File: config.mk
export PLATFORM = sky130hd
export DESIGN_NAME = fp_mult_core
export DESIGN_NICKNAME = d
export VERILOG_FILES = /design/src/rtl/fp_mult_core.sv
export SDC_FILE = /design/constraint.sdc
export NUM_CORES = 1
export LEC_CHECK = 0
export BUFFER_PORTS_ARGS = -buffer_cell sky130_fd_sc_hd__buf_2
export CAP_MARGIN = 10
export CORE_ASPECT_RATIO = 0.7
export CORE_UTILIZATION = 63
export DETAILED_ROUTE_END_ITERATION = 7
export HOLD_SLACK_MARGIN = 0.02
export PLACE_DENSITY = 0.92
export SYNTH_ARGS = -nofsm -noshare
export SYNTH_HDL_FRONTEND = slang
export SYNTH_SLANG_ARGS = --single-unit
File: constraint.sdc
create_clock -name clk -period 8.5 [get_ports clk]
set_clock_uncertainty 0.05 [all_clocks]
set_input_delay 1.7 -clock clk [delete_from_list [all_inputs] [get_ports clk]]
set_output_delay 1.7 -clock clk [all_outputs]
set_load 0.005 [all_outputs]
File: src/rtl/fp_mult_core.sv
// Iterative IEEE-754 single-precision multiplier: special-case bypass or a
// 24-cycle shift-add mantissa multiply, then one normalise/truncate cycle.
module fp_mult_core #(
    parameter int MANT_W   = 24,
    parameter int EXP_BIAS = 127
) (
    input  logic        clk,
    input  logic        rst,
    input  logic        start,
    input  logic [31:0] operand_a,
    input  logic [31:0] operand_b,
    input  logic        is_special,
    input  logic [31:0] special_result,
    output logic [31:0] result,
    output logic        done,
    output logic        busy
);

    // Handshake: start is sampled only in IDLE together with the operands and
    // the special flag; while busy it is ignored. done pulses for one cycle
    // with result valid in that cycle, and result is held until the next done.
    typedef enum logic [1:0] {IDLE, MULT, NORM, DONE} state_t;

    state_t state, state_nxt;

    logic                  sign_r;
    logic signed [9:0]     exp_sum_r;
    logic [2*MANT_W-1:0]   mcand_r;
    logic [2*MANT_W-1:0]   prod_r;
    logic [MANT_W-1:0]     mplier_r;
    logic [4:0]            cnt_r;
    logic [31:0]           result_r;

    logic [7:0]            exp_a, exp_b;
    logic [MANT_W-1:0]     mant_a, mant_b;
    logic signed [9:0]     exp_sum_w;
    logic signed [9:0]     exp_norm;
    logic [MANT_W-2:0]     mant_norm;
    logic [31:0]           norm_result;

    assign exp_a  = operand_a[30:23];
    assign exp_b  = operand_b[30:23];
    assign mant_a = {exp_a != 8'd0, operand_a[22:0]};
    assign mant_b = {exp_b != 8'd0, operand_b[22:0]};

    // Range -127..383 fits 10-bit two's complement, so modular add is exact.
    assign exp_sum_w = $signed({2'b00, exp_a} + {2'b00, exp_b} - 10'(EXP_BIAS));

    always_comb begin
        exp_norm    = exp_sum_r;
        mant_norm   = prod_r[2*MANT_W-3:MANT_W-1];
        norm_result = 32'h0000_0000;
        if (prod_r[2*MANT_W-1]) begin
            exp_norm  = exp_sum_r + 10'sd1;
            mant_norm = prod_r[2*MANT_W-2:MANT_W];
        end
        if (exp_norm >= 10'sd255) begin
            norm_result = {sign_r, 8'hFF, 23'h0};
        end else if (exp_norm <= 10'sd0) begin
            norm_result = 32'h0000_0000;
        end else begin
            norm_result = {sign_r, exp_norm[7:0], mant_norm};
        end
    end

    always_ff @(posedge clk) begin
        if (rst) begin
            state <= IDLE;
        end else begin
            state <= state_nxt;
        end
    end

    always_comb begin
        state_nxt = state;
        case (state)
            IDLE: if (start) state_nxt = is_special ? DONE : MULT;
            MULT: if (cnt_r == 5'(MANT_W - 1)) state_nxt = NORM;
            NORM: state_nxt = DONE;
            DONE: state_nxt = IDLE;
            default: state_nxt = IDLE;
        endcase
    end

    always_ff @(posedge clk) begin
        if (rst) begin
            sign_r    <= 1'b0;
            exp_sum_r <= '0;
            mcand_r   <= '0;
            prod_r    <= '0;
            mplier_r  <= '0;
            cnt_r     <= '0;
            result_r  <= '0;
        end else begin
            case (state)
                IDLE: begin
                    if (start) begin
                        if (is_special) begin
                            result_r <= special_result;
                        end else begin
                            sign_r    <= operand_a[31] ^ operand_b[31];
                            exp_sum_r <= exp_sum_w;
                            mcand_r   <= {{MANT_W{1'b0}}, mant_a};
                            mplier_r  <= mant_b;
                            prod_r    <= '0;
                            cnt_r     <= '0;
                        end
                    end
                end
                MULT: begin
                    if (mplier_r[0]) prod_r <= prod_r + mcand_r;
                    mcand_r  <= mcand_r << 1;
                    mplier_r <= mplier_r >> 1;
                    cnt_r    <= cnt_r + 5'd1;
                end
                NORM: result_r <= norm_result;
                default: ;
            endcase
        end
    end

    assign result = result_r;
    assign done   = (state == DONE);
    assign busy   = (state != IDLE);

endmodule
---- Word-level counts from Yosys, hierarchy flattened ----
Index checks and enable logic that the tools add are counted.
operators by class
  add/subtract/negate cells ............... 5
  magnitude comparators ................... 2
  eq/ne operators ......................... 9
  mux-type cells .......................... 24
  bitwise logic cells ..................... 2
  reduce and logical (&&, ||, !) cells .... 11
operator list
  cell                                                                                   count
  48-bit 2-to-1 mux                                                                      5
  48-bit case mux with 2 select lines                                                    2
  32-bit 2-to-1 mux                                                                      4
  32-bit case mux with 2 select lines                                                    1
  48-bit adder                                                                           1
  24-bit 2-to-1 mux                                                                      2
  24-bit case mux with 2 select lines                                                    1
  23-bit 2-to-1 mux                                                                      1
  8-bit nonzero test                                                                     2
  10-bit by 2-bit adder with 10-bit output (second input constant)                       1
  10-bit by 9-bit greater-or-equal comparator with 1-bit output (second input constant)  1
  10-bit by 1-bit less-or-equal comparator with 1-bit output (second input constant)     1
  10-bit 2-to-1 mux                                                                      1
  5-bit 2-to-1 mux                                                                       2
  2-bit inequality test (second input constant)                                          5
  5-bit case mux with 2 select lines                                                     1
  9-bit by 7-bit subtractor with 10-bit output (second input constant)                   1
  8-bit by 8-bit adder with 9-bit output                                                 1
  3-bit AND reduction                                                                    3
  2-bit case mux with 4 select lines                                                     1
  2-bit 2-to-1 mux                                                                       3
  2-bit nonzero test                                                                     3
  5-bit by 1-bit adder with 5-bit output (second input constant)                         1
  5-bit equality test (second input constant)                                            1
  other kinds (7)                                                                        8
word-level totals
  bits in registers ....................... 170
  input port bits ......................... 100
  output and inout bits ................... 34
  word-level logic and storage cells ...... 61

---- Logic depth before layout (Yosys ltp) ----
  depth in word-level cells ............... 6
  depth in mapped cells ................... 13

---- Least setup slack after synthesis ----
No wires, ideal clock.
  path kind ............................... input to register
  start ................................... in operand_a[24]
  end ..................................... reg exp_sum_r[7]
  setup time .............................. 0.132 ns
  arrival ................................. 3.467 ns
  path slack .............................. 4.851 ns
  cell stages on the path ................. 11
  buffers on the path ..................... 0
  cell sequence ........................... ha_1 -> ha_1 -> fa_1 -> a21o_1 -> a21oi_1 -> nor2b_1 -> o21ai_0 -> nand2b_1 -> xor2_1 -> nand2_1 -> a21oi_1
on the way
  word-level cells in the longest chain between the ends .. 2
RTL lines
  what                                          RTL line  text
  from (decl)                                   10        input logic [31:0] operand_a,
  8-bit by 8-bit adder with 9-bit output        47        assign exp_sum_w = $signed({2'b00, exp_a} + {2'b00, exp_b} - 10'(EXP_BIAS));
  9-bit by 7-bit subtractor with 10-bit output  47
  to (signal assigned)                          102       exp_sum_r <= exp_sum_w;
  to (decl)                                     27        logic signed [9:0] exp_sum_r;
Every way passes these cells.
A chain may end at the register's enable or synchronous reset.

---- Final worst setup path ----
  start ................................... in is_special
  end ..................................... reg prod_r[32]
on the way
  word-level cells in the longest chain between the ends .. 2
RTL lines
  what                             RTL line  text
  from (decl)                      12        input logic is_special,
  2-bit inequality test (no line)  --
  4-bit AND reduction (no line)    --
  to (signal assigned)             111       if (mplier_r[0]) prod_r <= prod_r + mcand_r;
  to (decl)                        29        logic [2*MANT_W-1:0] prod_r;
Every way passes these cells.

==> results.md <==
- Status: complete, no violations
- Post-synthesis adder-cell area fraction: 0.0884
- Total power: 2.90 mW
- Critical path class: input port to flip-flop
- All-layer global routing usage: 0.317
- IO Pins: 134
- R2R cell count: 10
- GR Overflow Total: 0
- CTS resizes: 0
- Max Fclk: 225 MHz
- CP Launch Point: is_special
- Synth Area in Compound Gates: 0.257
- Setup repair after global routing missed its margin: false
- Num CTS Buffers: 17
- Area occupied by registers: 0.00340 mm^2
- Crit path DAT: 4.77 ns
- # hold bufs at CTS: 0
- Hold Path Depth: 2
- CORE AREA: 0.0155 mm^2
- Chip Height: 108 um
- Mapped Avg Cell Area: 8.26 um^2
- Slew at the pin closest to its max-slew limit: 1.14 ns
- Vias: 9,562
- XOR/XNOR Fraction of Synth Area: 0.0521
- Wirelength per Cell: 16.9 um
- CTS sink cnt: 170
- GP Congestion: 0.986
- # setup viols final: 0
- Vias in the first global route: 9,007
- Endpoint class of the critical path: flip-flop
- Syn_nets: 1,391
- Layout net count: 1,476
- Max-Slew Margin vs Limit: 0.242
- Global-route wire length before repair: 42,600 um
- Async SR Flop Fraction: 0
- Layout cell share with drive strength beyond 1: 0.166
- Clk slew on worst S/H paths: 0.07 ns
- H-tree levels: 4
- Port bufs: 133
- Syn Inst Count: 1,221
- CP Max Fanout: 119
- Maximum Capacitance Violations: 0
- Routed Wire Length: 25,600 um
- CTS Root Cell: clkbuf_16
- Mux contribution to synthesized area: 0.0724
- Fin. Hold Viols: 0
- Die width: 153 um
- LEAKAGE: 4.75 nW
- Pins Over Slew Limit: 0
- Number of routed nets with antenna violations: 0
- Initial antenna violation count: 0
- DRC Markers: 0
- Die footprint: 0.0165 mm^2
- Syn Std Cell Area: 0.0101 mm^2
- Post-synth EDFFs: 0
- Largest net degree at the start of global routing: 120
- Footprint of the multi-input gates: 0.00631 mm^2
- Fin area: 0.0114 mm^2
- FILL cells: 1,112
- Sequential area share after synthesis: 0.338
- Worst skew pair latency: 0.44 ns
- VDD IR max: 0.000240 V
- Min-delay src: prod_r[19]
- Syn. warnings: 0
- Worst EP required: 8.83 ns
- CTS tree: yes
- Area grow syn2layout: 13.5%
- Drt first pass iters: 6
- Yosys cell types: 68
- # rows: 38
- Minimum clock period: 4.44 ns
- DP Cell Count: 1,487
- Placed Area: 0.0108 mm^2
- Routed vias/inst: 6.29
- DP Wirelength: 17,600 um
- Setup TNS: 0 ns
- Final period utilization: 0.522
- Crit start category: input port
- Worst hold path class: flip-flop to flip-flop
- ANT cells: 0
- Initial DRC Count: 846
- Power Density: 254 mW/mm^2
- Worst reg2reg path startpoint: state[1]
- Initial core utilization: 0.648
- Largest family of logic cells by synthesized area: compound AO/OA/AOI/OAI gates
- Ys flop type: dfxtp_1
- Setup Fix Bufs, Post-CTS: 0
- Maximum clock path buffer count: 2
- Register bit total from synthesis: 170
- Post-synthesis simple-gate area fraction: 0.152
- Fin cells: 1,519
placed cells by master (no fill, tap or decap), drive strengths merged, types with 4 or more instances in the layout:
cell	count
mux2i	47
nand2	116
xnor2	29
ha	68
clkinv	7
buf	144
nor2	148
nor3	6
dfxtp	170
o41ai	4
nand2b	4
clkbuf	17
nand3	47
xor2	31
a21oi	123
nor4	6
a211oi	85
mux2	23
a31oi	4
or3	4
a21boi	4
a21o	21
o21a	8
o21bai	10
nand4	11
o221ai	4
inv	35
o21ai	49
a22oi	45
nand3b	4
through the flow:
stage	hold WS, ns	setup WS (ns)	utilization
2_1_floorplan	0.379	4.85	-
3_3_place_gp	0.395	3.85	0.696
3_5_place_dp	0.411	3.72	0.696
4_1_cts	0.423	4.12	0.736
5_1_grt	0.443	3.77	0.736
6_report	0.420	4.06	0.736
flip-flops by register name, indices dropped and copies added (netlist names):
name,cells
sign_r,1
mcand_r,48
cnt_r,5
prod_r,48
mplier_r,24
result,32
state,2
exp_sum_r,10
final timing paths:
kind	slack [ns]	endpoint
worst max register to register	4.51	prod_r[32]
worst min register to register	0.42	prod_r[19]
worst max-delay path	4.06	prod_r[32]
worst min-delay path	0.42	prod_r[19]
where the power goes:
group / switching [mW] / total [mW] / leakage, nW / internal [mW]
logic: 0.653 / 1.04 / 3.07 / 0.386
registers: 0.105 / 1.05 / 1.38 / 0.943
clock network: 0.387 / 0.815 / 0.304 / 0.428
synth_stat cells (all sizes together), types with 23 or more instances:
cell type | instances | share of area
nand2 | 116 | 0.043
ha | 68 | 0.084
clkbuf | 72 | 0.027
a21oi | 123 | 0.061
a22oi | 45 | 0.034
a211oi | 85 | 0.063
o21ai | 49 | 0.024
mux2i | 47 | 0.047
dfxtp | 170 | 0.34
xnor2 | 29 | 0.025
nand3 | 47 | 0.023
mux2 | 23 | 0.026
inv | 26 | 0.0097
nor2 | 148 | 0.055
xor2 | 31 | 0.027
cell families (layout without fill, tap and decap cells):
group	after synthesis	count (layout)
xor gates and xnor gates	60	60
and+or+nand+nor	358	358
DFF	170	170
buffers and inverters	106	204
adders and majority gates	70	70
muxes	70	70
AOI/OAI and AO/OA	387	387
layout make-up:
cell class	count	area share
multi-input cells	945	0.552
flip-flops and latches	170	0.297
repair buffers	144	0.0656
clock buffers	17	0.0372
well taps	200	0.0219
clock inverters	15	0.0171
inverters	28	0.00918
metal layers:
metal	vias to the layer above	wire, um	global-route usage
li1	4628	-	-
met1	4434	11700	0.424
met2	440	11600	0.521
met3	60	1830	0.0459
met4	0	527	0.118
met5	-	0	0
worst max-delay path: stages:
cell,delay [ns]
buf_2,0.11
nand3b_1,0.50
o21ai_4,0.21
buf_4,0.89
o21a_1,0.39
nand2_1,0.48
nor3_1,0.30
mux2i_1,0.10
nand2_1,0.06
Power figures use the tool's default switching activity.
